<file path="src/rtl/word_packer_if.sv">
// Narrow-in / wide-out stream bundle for the word packer.
interface word_packer_if #(
  parameter int IN_W  = 8,
  parameter int RATIO = 4
);
  logic                  in_valid;
  logic                  in_ready;
  logic [IN_W-1:0]       in_data;
  logic                  in_last;
  logic                  out_valid;
  logic                  out_ready;
  logic [IN_W*RATIO-1:0] out_data;
  logic [RATIO-1:0]      out_keep;
  logic                  out_last;

  // Stream source / sink side (drives beats, consumes words).
  modport master (
    output in_valid, in_data, in_last, out_ready,
    input  in_ready, out_valid, out_data, out_keep, out_last
  );

  // Packer side.
  modport slave (
    input  in_valid, in_data, in_last, out_ready,
    output in_ready, out_valid, out_data, out_keep, out_last
  );
endinterface

</file>
<file path="src/rtl/word_packer.sv">
// Narrow-to-wide packer: RATIO beats of IN_W bits become one OUT_W word.
// in_last flushes a partial word, zero-padded, with per-lane keep flags.

// One lane: merge the incoming beat into this lane when it is the target.
module word_packer_lane #(
  parameter int IN_W = 8
) (
  input  logic            sel,
  input  logic [IN_W-1:0] acc_d,
  input  logic            acc_k,
  input  logic [IN_W-1:0] in_d,
  output logic [IN_W-1:0] mrg_d,
  output logic            mrg_k
);
  assign mrg_d = sel ? in_d : acc_d;
  assign mrg_k = acc_k | sel;
endmodule

module word_packer #(
  parameter int IN_W      = 8,
  parameter int RATIO     = 4,
  parameter int MSB_FIRST = 0
) (
  input logic          clk,
  input logic          rst,
  word_packer_if.slave bus
);
  localparam int             CW       = $clog2(RATIO);
  localparam logic [CW-1:0]  LAST_CNT = CW'(RATIO - 1);

  logic [RATIO-1:0][IN_W-1:0] acc, mrg, out_q;
  logic [RATIO-1:0]           acc_keep, mrg_keep, keep_q;
  logic [CW-1:0]              cnt, lane;
  logic                       vld_q, last_q;
  logic                       in_hs, out_hs, emit;

  // Backpressure depends only on the output register, never on in_valid.
  assign bus.in_ready = ~vld_q | bus.out_ready;
  assign in_hs        = bus.in_valid & bus.in_ready;
  assign out_hs       = vld_q & bus.out_ready;
  assign emit         = in_hs & ((cnt == LAST_CNT) | bus.in_last);

  // Beat counter maps to a lane; MSB_FIRST mirrors the lane order.
  always_comb begin
    lane = cnt;
    if (MSB_FIRST != 0) lane = LAST_CNT - cnt;
  end

  for (genvar g = 0; g < RATIO; g++) begin : g_lane
    word_packer_lane #(.IN_W(IN_W)) u_lane (
      .sel   (lane == CW'(g)),
      .acc_d (acc[g]),
      .acc_k (acc_keep[g]),
      .in_d  (bus.in_data),
      .mrg_d (mrg[g]),
      .mrg_k (mrg_keep[g])
    );
  end

  // Accumulate beats; on emit load the output register and restart at lane 0.
  // Output loads take precedence over the drain so back-to-back words never bubble.
  always_ff @(posedge clk) begin
    if (rst) begin
      acc      <= '0;
      acc_keep <= '0;
      cnt      <= '0;
      out_q    <= '0;
      keep_q   <= '0;
      last_q   <= 1'b0;
      vld_q    <= 1'b0;
    end else begin
      if (out_hs) vld_q <= 1'b0;
      if (in_hs) begin
        if (emit) begin
          out_q    <= mrg;
          keep_q   <= mrg_keep;
          last_q   <= bus.in_last;
          vld_q    <= 1'b1;
          acc      <= '0;
          acc_keep <= '0;
          cnt      <= '0;
        end else begin
          acc      <= mrg;
          acc_keep <= mrg_keep;
          cnt      <= cnt + 1'b1;
        end
      end
    end
  end

  assign bus.out_valid = vld_q;
  assign bus.out_data  = out_q;
  assign bus.out_keep  = keep_q;
  assign bus.out_last  = last_q;
endmodule

</file>
<file path="src/flat_wrapper.sv">
// flat-port wrapper written by rule: the top's interface ports become plain ports
module word_packer_flat 
#(
  parameter int IN_W      = 8,
  parameter int RATIO     = 4,
  parameter int MSB_FIRST = 0
)
  (clk, rst, bus_in_valid, bus_in_data, bus_in_last, bus_out_ready, bus_in_ready, bus_out_valid, bus_out_data, bus_out_keep, bus_out_last);
  word_packer_if #(.IN_W(IN_W), .RATIO(RATIO)) bus_i ();
  input logic clk;
  input logic rst;
  input wire logic [$bits(bus_i.in_valid)-1:0] bus_in_valid;
  input wire logic [$bits(bus_i.in_data)-1:0] bus_in_data;
  input wire logic [$bits(bus_i.in_last)-1:0] bus_in_last;
  input wire logic [$bits(bus_i.out_ready)-1:0] bus_out_ready;
  output wire logic [$bits(bus_i.in_ready)-1:0] bus_in_ready;
  output wire logic [$bits(bus_i.out_valid)-1:0] bus_out_valid;
  output wire logic [$bits(bus_i.out_data)-1:0] bus_out_data;
  output wire logic [$bits(bus_i.out_keep)-1:0] bus_out_keep;
  output wire logic [$bits(bus_i.out_last)-1:0] bus_out_last;
  assign bus_i.in_valid = bus_in_valid;
  assign bus_i.in_data = bus_in_data;
  assign bus_i.in_last = bus_in_last;
  assign bus_i.out_ready = bus_out_ready;
  assign bus_in_ready = bus_i.in_ready;
  assign bus_out_valid = bus_i.out_valid;
  assign bus_out_data = bus_i.out_data;
  assign bus_out_keep = bus_i.out_keep;
  assign bus_out_last = bus_i.out_last;
  word_packer #(.IN_W(IN_W), .RATIO(RATIO), .MSB_FIRST(MSB_FIRST)) u_core (.clk(clk), .rst(rst), .bus(bus_i));
endmodule
</file>
<file path="config.mk">
export PLATFORM = sky130hd
export DESIGN_NAME = word_packer_flat
export DESIGN_NICKNAME = d
export VERILOG_FILES = /design/src/rtl/word_packer_if.sv /design/src/rtl/word_packer.sv /design/src/flat_wrapper.sv
export SDC_FILE = /design/constraint.sdc
export NUM_CORES = 1
export LEC_CHECK = 0
export ABC_AREA = 1
export CORE_AREA = 4 4 75 105
export CTS_BUF_LIST = sky130_fd_sc_hd__clkbuf_16
export CTS_CLUSTER_DIAMETER = 50
export CTS_CLUSTER_SIZE = 30
export DETAILED_ROUTE_END_ITERATION = 12
export DIE_AREA = 0 0 79 109
export GPL_TIMING_DRIVEN = 0
export PLACE_DENSITY = 0.9
export SLEW_MARGIN = 20
export SYNTH_ARGS = -nofsm -noshare
export SYNTH_HDL_FRONTEND = slang
export SYNTH_SLANG_ARGS = --single-unit
</file>
<file path="constraint.sdc">
create_clock -name clk -period 2.3 [get_ports clk]
set_input_delay 0.46 -clock clk [delete_from_list [all_inputs] [get_ports clk]]
set_output_delay 0.46 -clock clk [all_outputs]
set_load 0.05 [all_outputs]
</file>
==> results.sh, run 1 <==
export IMPL_finalPower_w=0.00343
export IMPL_gp_congestion=0.944
export IMPL_placed_cell_area_mm2=0.00472
export IMPL_r2r_slack_ns=0.56
export IMPL_max_slew_worst_pin_slew_ns=0.762
export IMPL_r2r_start="u_core.cnt[0]"
export IMPL_grt_max_degree=16
export IMPL_track_usage_pct=25.8
export IMPL_cp_startpoint="bus_out_ready"
export IMPL_startpoint_type="input port"
export IMPL_ctsHtreeMaxLevel=3
export IMPL_setup_tns_ns=0
export IMPL_hold_violations=0
export IMPL_drt_met1_wl_um=4010
export IMPL_route_top_layer_used="met4"
export IMPL_cts_hold_buffers_added=0
export IMPL_setup_viol=0
export IMPL_synth_seq_area_share_pct=37.1
export IMPL_drtPass1Iterations=5
export IMPL_drt_wl_total_um=10600
export IMPL_synth_distinct_cells=20
export IMPL_route_vias_total=3980
export IMPL_dp_hpwl_um=7520
export IMPL_n_antenna_cell=0
export IMPL_worstSetupEndpoint="bus_in_ready"
export IMPL_fin_skew_ns=0.00774
export IMPL_syn_inst=603
export IMPL_synthTopCellsByArea="dfxtp_1, nand2_1, nand3_2"
export IMPL_fin_area_mm2=0.00502
export IMPL_finalCriticalPeriod_ns=2.15
export IMPL_maxCapViolCount=0
export IMPL_wire_per_inst_um=13.9
export IMPL_fmax_ghz=0.465
export IMPL_final_util_pct=72.4
export IMPL_status="finished, final reports clean"
export IMPL_final_nets=681
export IMPL_grt_overflow_total=0
export IMPL_hold_worst_slack_ns=0.426
export IMPL_cp_depth=4
export IMPL_fin_crit_sh_pct=93.6
export IMPL_cts_root_buf="clkbuf_16"
export IMPL_drive_gt1_share_pct=16.7
export IMPL_dr_first_iter_drc_count=403
export IMPL_cts_path_max_buffers=2
export IMPL_mostFrequentLayoutCell="nand2_1"
export IMPL_core_mm2=0.00694
export IMPL_dieArea_mm2=0.00861
export IMPL_cts_tree="yes"
export IMPL_routed_wl_met3_um=604
export IMPL_peakVddDrop_uv=523
export IMPL_path_clk_slew_ns=0.07
export IMPL_path_delay_family="buffers and inverters"
export IMPL_pin_count=52
export IMPL_drcViolationCount=0
export IMPL_avgSynthCellArea_um2=6.80
export IMPL_cp_slowest_cell="dlygate4sd2_1"
export IMPL_cts_sinks=76
export IMPL_power_leakage_nw=2.26
export IMPL_floorplan_initialDensity_pct=59.1
export IMPL_reg2regPathDepth=8
export IMPL_yosysTopAreaCellShare_pct=37.1
export IMPL_worstHoldPathType="input port to flop"
export IMPL_syn_to_final_growth_pct=22.6
export IMPL_die_width_um=79
export IMPL_relSlewSlack_pct=49.2
export IMPL_r2r_end="u_core.acc[21]"
export IMPL_viasPerCell=5.21
export IMPL_end_kind="output pin"
export IMPL_synth_area_leader_cell="dfxtp_1"
export IMPL_rsz0062_at_grt="false"
export IMPL_path_cells="clkdlybuf4s50_1 -> inv_1 -> nand2_1 -> dlygate4sd2_1"
export IMPL_layout_common_cells="nand2_1, inv_1, dfxtp_1, clkdlybuf4s50_1, nand3_1"
export IMPL_syn_cell_area_mm2=0.00410
export IMPL_wl_met2_um=5440
export IMPL_cp_arrival_ns=1.69
export IMPL_cts_buffers=9
export IMPL_fp_dieH_um=109
export IMPL_rows=36
export IMPL_clkLatencyLatePin_ns=0.34
export IMPL_worst_path_buf_inv=3
export IMPL_grt_pass1_vias=3900
export IMPL_cp_data_required_time_ns=1.84
export IMPL_powerDensity_mw_per_mm2=682
export IMPL_critPathKind="input port to output pin"
export IMPL_grt_pass1_wl_um=17600
export IMPL_syn_nets=620
export IMPL_finalMaxSlewViolations=0
export IMPL_yosysWarningCount=0
export IMPL_critPathMaxFanout=4
export IMPL_synth_seq_cells=76
export IMPL_numPortBuffers=50
export IMPL_grt_antenna_before_repair=0
export IMPL_drt_antenna_violating_nets=0
export IMPL_crit_path_max_incr_delay_ns=0.56
[kinds of logic (layout without fill, tap and decap cells)]
family          after synthesis  count (layout)  synth area share [%]
fa+ha+maj                     4               4                  1.22
buf+inv                     120             186                  13.9
simple gates                363             363                  40.0
flops                        76              76                  37.1
compound gates               40              40                  7.72
[worst register-to-register path, cell delays in order (launching register included)]
cell and delay (ns):
dfxtp_1 0.38, inv_1 0.10, ha_1 0.24, inv_1 0.09, clkbuf_1 0.37, nand2_1 0.11, nand2_1 0.14, nand3_2 0.10
a21oi_2 0.15
[stage by stage]
step / worst slack (ns) / cells
final: 0.147 / 764
after floorplan: 0.380 / 603
after detailed placement: -0.153 / 748
after CTS: 0.135 / 764
after global placement: -0.154 / 748
after global routing: 0.0857 / 764
[where the power goes]
part           internal [W]  leakage (nW)  switching (W)
logic              0.000191          1.50       0.000407
clock network      0.000856         0.145       0.000589
registers           0.00136         0.618      0.0000240
[state kept, by name, summed over array words and instances, names as in the netlist]
register,count
u_core.acc,32
u_core.bus.out_data,32
u_core.cnt,2
u_core.bus.out_valid,1
u_core.bus.out_last,1
u_core.acc_keep,4
u_core.bus.out_keep,4
[Yosys cell counts (all sizes together)]
master and count:
a21oi 40, buf 30, clkbuf 8, clkinv 1
dfxtp 76, ha 4, inv 81, nand2 256
nand3 80, nor2 27
[metal layers]
layer / track usage [%] / vias to the layer above
met3: 5.21 / 48
met1: 28.2 / 1816
met4: 14.3 / 0
met5: 0 / -
li1: - / 1958
met2: 46.2 / 158
[layout make-up]
| class | count | area [µm²] |
|---|---|---|
| plain buffers | 38 | 258 |
| clock buffers | 9 | 225 |
| clock inverters | 7 | 82.6 |
| fillers | 564 | 1910 |
| inverters | 82 | 313 |
| multi-input cells | 407 | 2010 |
| flip-flops and latches | 76 | 1520 |
| well taps | 95 | 119 |
| repair buffers | 50 | 499 |
[how the worst min path moves through the flow]
stage | startpoint | slack, ns | depth (start not counted) | to
after floorplan | u_core.acc_keep[3] | 0.42 | 2 | u_core.acc_keep[3]
after global placement | u_core.acc_keep[3] | 0.43 | 2 | u_core.acc_keep[3]
after detailed placement | u_core.acc_keep[3] | 0.44 | 2 | u_core.acc_keep[3]
after CTS | rst | 0.43 | 2 | u_core.acc[24]
after global routing | rst | 0.45 | 2 | u_core.acc[22]
final | rst | 0.43 | 2 | u_core.acc[24]
[timing repair]
item | in CTS | in global routing
buffers inserted | 0 | 0
endpoints found under the setup margin | 1 | 0
resized for setup | 1 | 0
(Power assumes the default switching activity.)
==> run 2: changes to the inputs <==
--- a/config.mk
+++ b/config.mk
@@ -6,14 +6,14 @@
 export NUM_CORES = 1
 export LEC_CHECK = 0
 export ABC_AREA = 1
-export CORE_AREA = 4 4 75 105
+export CORE_AREA = 4 4 68 117
 export CTS_BUF_LIST = sky130_fd_sc_hd__clkbuf_16
 export CTS_CLUSTER_DIAMETER = 50
 export CTS_CLUSTER_SIZE = 30
 export DETAILED_ROUTE_END_ITERATION = 12
-export DIE_AREA = 0 0 79 109
+export DIE_AREA = 0 0 72 121
 export GPL_TIMING_DRIVEN = 0
-export PLACE_DENSITY = 0.9
+export PLACE_DENSITY = 0.89
 export SLEW_MARGIN = 20
 export SYNTH_ARGS = -nofsm -noshare
 export SYNTH_HDL_FRONTEND = slang
==> run 2 against run 1 <==
Effect of this change: via count decreased by 0.80%; sequential share of layout area about the same; die area increased by 1.2%; register-to-register slack got worse by 0.02 ns; worst setup slack got worse by 0.017 ns; hold slack got worse by 0.0040 ns; critical path depth unchanged; critical path type unchanged; final cell count decreased by 1.2%; combinational power about the same.
==> results.sh, run 2 (same netlist as run 1, synthesis figures left out) <==
export IMPL_cp_data_required_time_ns=1.84
export IMPL_fin_skew_ns=0.00490
export IMPL_grt_overflow_total=0
export IMPL_wire_per_inst_um=14.3
export IMPL_cts_path_max_buffers=2
export IMPL_numPortBuffers=50
export IMPL_drcViolationCount=0
export IMPL_worst_path_buf_inv=3
export IMPL_relSlewSlack_pct=50.8
export IMPL_floorplan_initialDensity_pct=57.9
export IMPL_critPathKind="input port to output pin"
export IMPL_cts_tree="yes"
export IMPL_rsz0062_at_grt="false"
export IMPL_grt_max_degree=14
export IMPL_final_util_pct=71.0
export IMPL_route_vias_total=3948
export IMPL_drt_wl_total_um=10800
export IMPL_cp_arrival_ns=1.71
export IMPL_crit_path_max_incr_delay_ns=0.56
export IMPL_fmax_ghz=0.461
export IMPL_path_delay_family="buffers and inverters"
export IMPL_end_kind="output pin"
export IMPL_drive_gt1_share_pct=16.6
export IMPL_power_leakage_nw=2.27
export IMPL_die_width_um=72
export IMPL_clkLatencyLatePin_ns=0.34
export IMPL_finalMaxSlewViolations=0
export IMPL_dp_hpwl_um=7800
export IMPL_reg2regPathDepth=8
export IMPL_fp_dieH_um=121
export IMPL_pin_count=52
export IMPL_post_place_ws_ns=-0.169
export IMPL_grt_pass1_wl_um=18100
export IMPL_fin_crit_sh_pct=94.3
export IMPL_path_cells="clkdlybuf4s50_1 -> inv_1 -> nand2_1 -> dlygate4sd2_1"
export IMPL_r2r_slack_ns=0.54
export IMPL_fin_ws_ns=0.130
export IMPL_cts_root_buf="clkbuf_16"
export IMPL_critPathMaxFanout=4
export IMPL_peakVddDrop_uv=555
export IMPL_post_cts_resized=1
export IMPL_grt_pass1_vias=3925
export IMPL_max_slew_worst_pin_slew_ns=0.739
export IMPL_rows=41
export IMPL_dieArea_mm2=0.00871
export IMPL_post_cts_setup_buffers=0
export IMPL_worstHoldPathType="input port to flop"
export IMPL_r2r_end="u_core.acc[23]"
export IMPL_track_usage_pct=27.0
export IMPL_grt_antenna_before_repair=0
export IMPL_worstSetupEndpoint="bus_in_ready"
export IMPL_final_nets=681
export IMPL_hold_violations=0
export IMPL_r2r_start="u_core.cnt[0]"
export IMPL_drt_antenna_violating_nets=0
export IMPL_core_mm2=0.00708
export IMPL_status="finished, final reports clean"
export IMPL_dr_first_iter_drc_count=256
export IMPL_ctsHtreeMaxLevel=3
export IMPL_finalCriticalPeriod_ns=2.17
export IMPL_syn_to_final_growth_pct=22.6
export IMPL_viasPerCell=5.23
export IMPL_cts_sinks=76
export IMPL_setup_viol=0
export IMPL_powerDensity_mw_per_mm2=695
export IMPL_maxCapViolCount=0
export IMPL_cts_buffers=9
export IMPL_n_antenna_cell=0
export IMPL_drtPass1Iterations=5
export IMPL_finalPower_w=0.00349
export IMPL_cp_slowest_cell="dlygate4sd2_1"
export IMPL_gp_congestion=0.923
export IMPL_path_clk_slew_ns=0.06
export IMPL_cp_startpoint="bus_out_ready"
export IMPL_cts_hold_buffers_added=0
export IMPL_startpoint_type="input port"
export IMPL_layout_common_cells="nand2_1, inv_1, dfxtp_1, clkdlybuf4s50_1, nand3_1"
export IMPL_mostFrequentLayoutCell="nand2_1"
export IMPL_cp_depth=4
## run 2: cell types whose count changed in the layout (fill, tap and decap cells not counted)
cell and delta:
inv_8 -1, clkinv_2 +1, inv_6 -2, bufinv_16 +1, inv_1 +1
## run 2: per-stage QoR
stage	cells	hold slack (ns)	cell area, µm²	TNS (ns)
3_5_place_dp	739	0.435	4710	-0.169
5_1_grt	755	0.435	5020	0
2_1_floorplan	603	0.416	4100	0
4_1_cts	755	0.415	5020	0
6_report	755	0.422	5020	0
3_3_place_gp	739	0.427	4710	-0.155
## run 2: cell type report
class | count | area (µm²)
Clock inverter | 7 | 92.6
Multi-Input combinational cell | 407 | 2010
Inverter | 82 | 313
Clock buffer | 9 | 225
Sequential cell | 76 | 1520
Tap cell | 86 | 108
Timing Repair Buffer | 50 | 499
Buffer | 38 | 258
Fill cell | 581 | 2060
## run 2: where the power goes
group          leakage (nW)  switching (W)  total [W]  internal (W)
sequential            0.618      0.0000249    0.00139       0.00136
combinational          1.50       0.000406   0.000597      0.000191
clock                 0.153       0.000563    0.00151      0.000945
total                  2.27       0.000994    0.00349       0.00250
## run 2: worst min-delay path by stage
stage	slack, ns	from	endpoint	cells past startpoint
after floorplan	0.42	u_core.acc_keep[3]	u_core.acc_keep[3]	2
after global placement	0.43	u_core.acc_keep[3]	u_core.acc_keep[3]	2
after detailed placement	0.43	u_core.acc_keep[3]	u_core.acc_keep[3]	2
after CTS	0.41	rst	u_core.acc[21]	2
after global routing	0.43	rst	u_core.acc[21]	2
final	0.42	rst	u_core.acc[21]	2
## run 2: worst reg2reg max path, delay by kind of cell (launching register included)
family / cells / cell delay, ns
adder cells (fa/ha/maj): 1 / 0.25
AND/OR/NAND/NOR: 3 / 0.36
flip-flops: 1 / 0.38
buffers and inverters: 3 / 0.60
AO/OA/AOI/OAI: 1 / 0.11
## run 2: routing by layer
layer / share of wire [%] / wire length (µm) / GRT usage, %
met5: 0 / 0 / 0
met4: 8.1 / 872 / 25.3
met3: 5.3 / 574 / 4.06
met2: 51 / 5510 / 45.7
met1: 36 / 3870 / 27.3
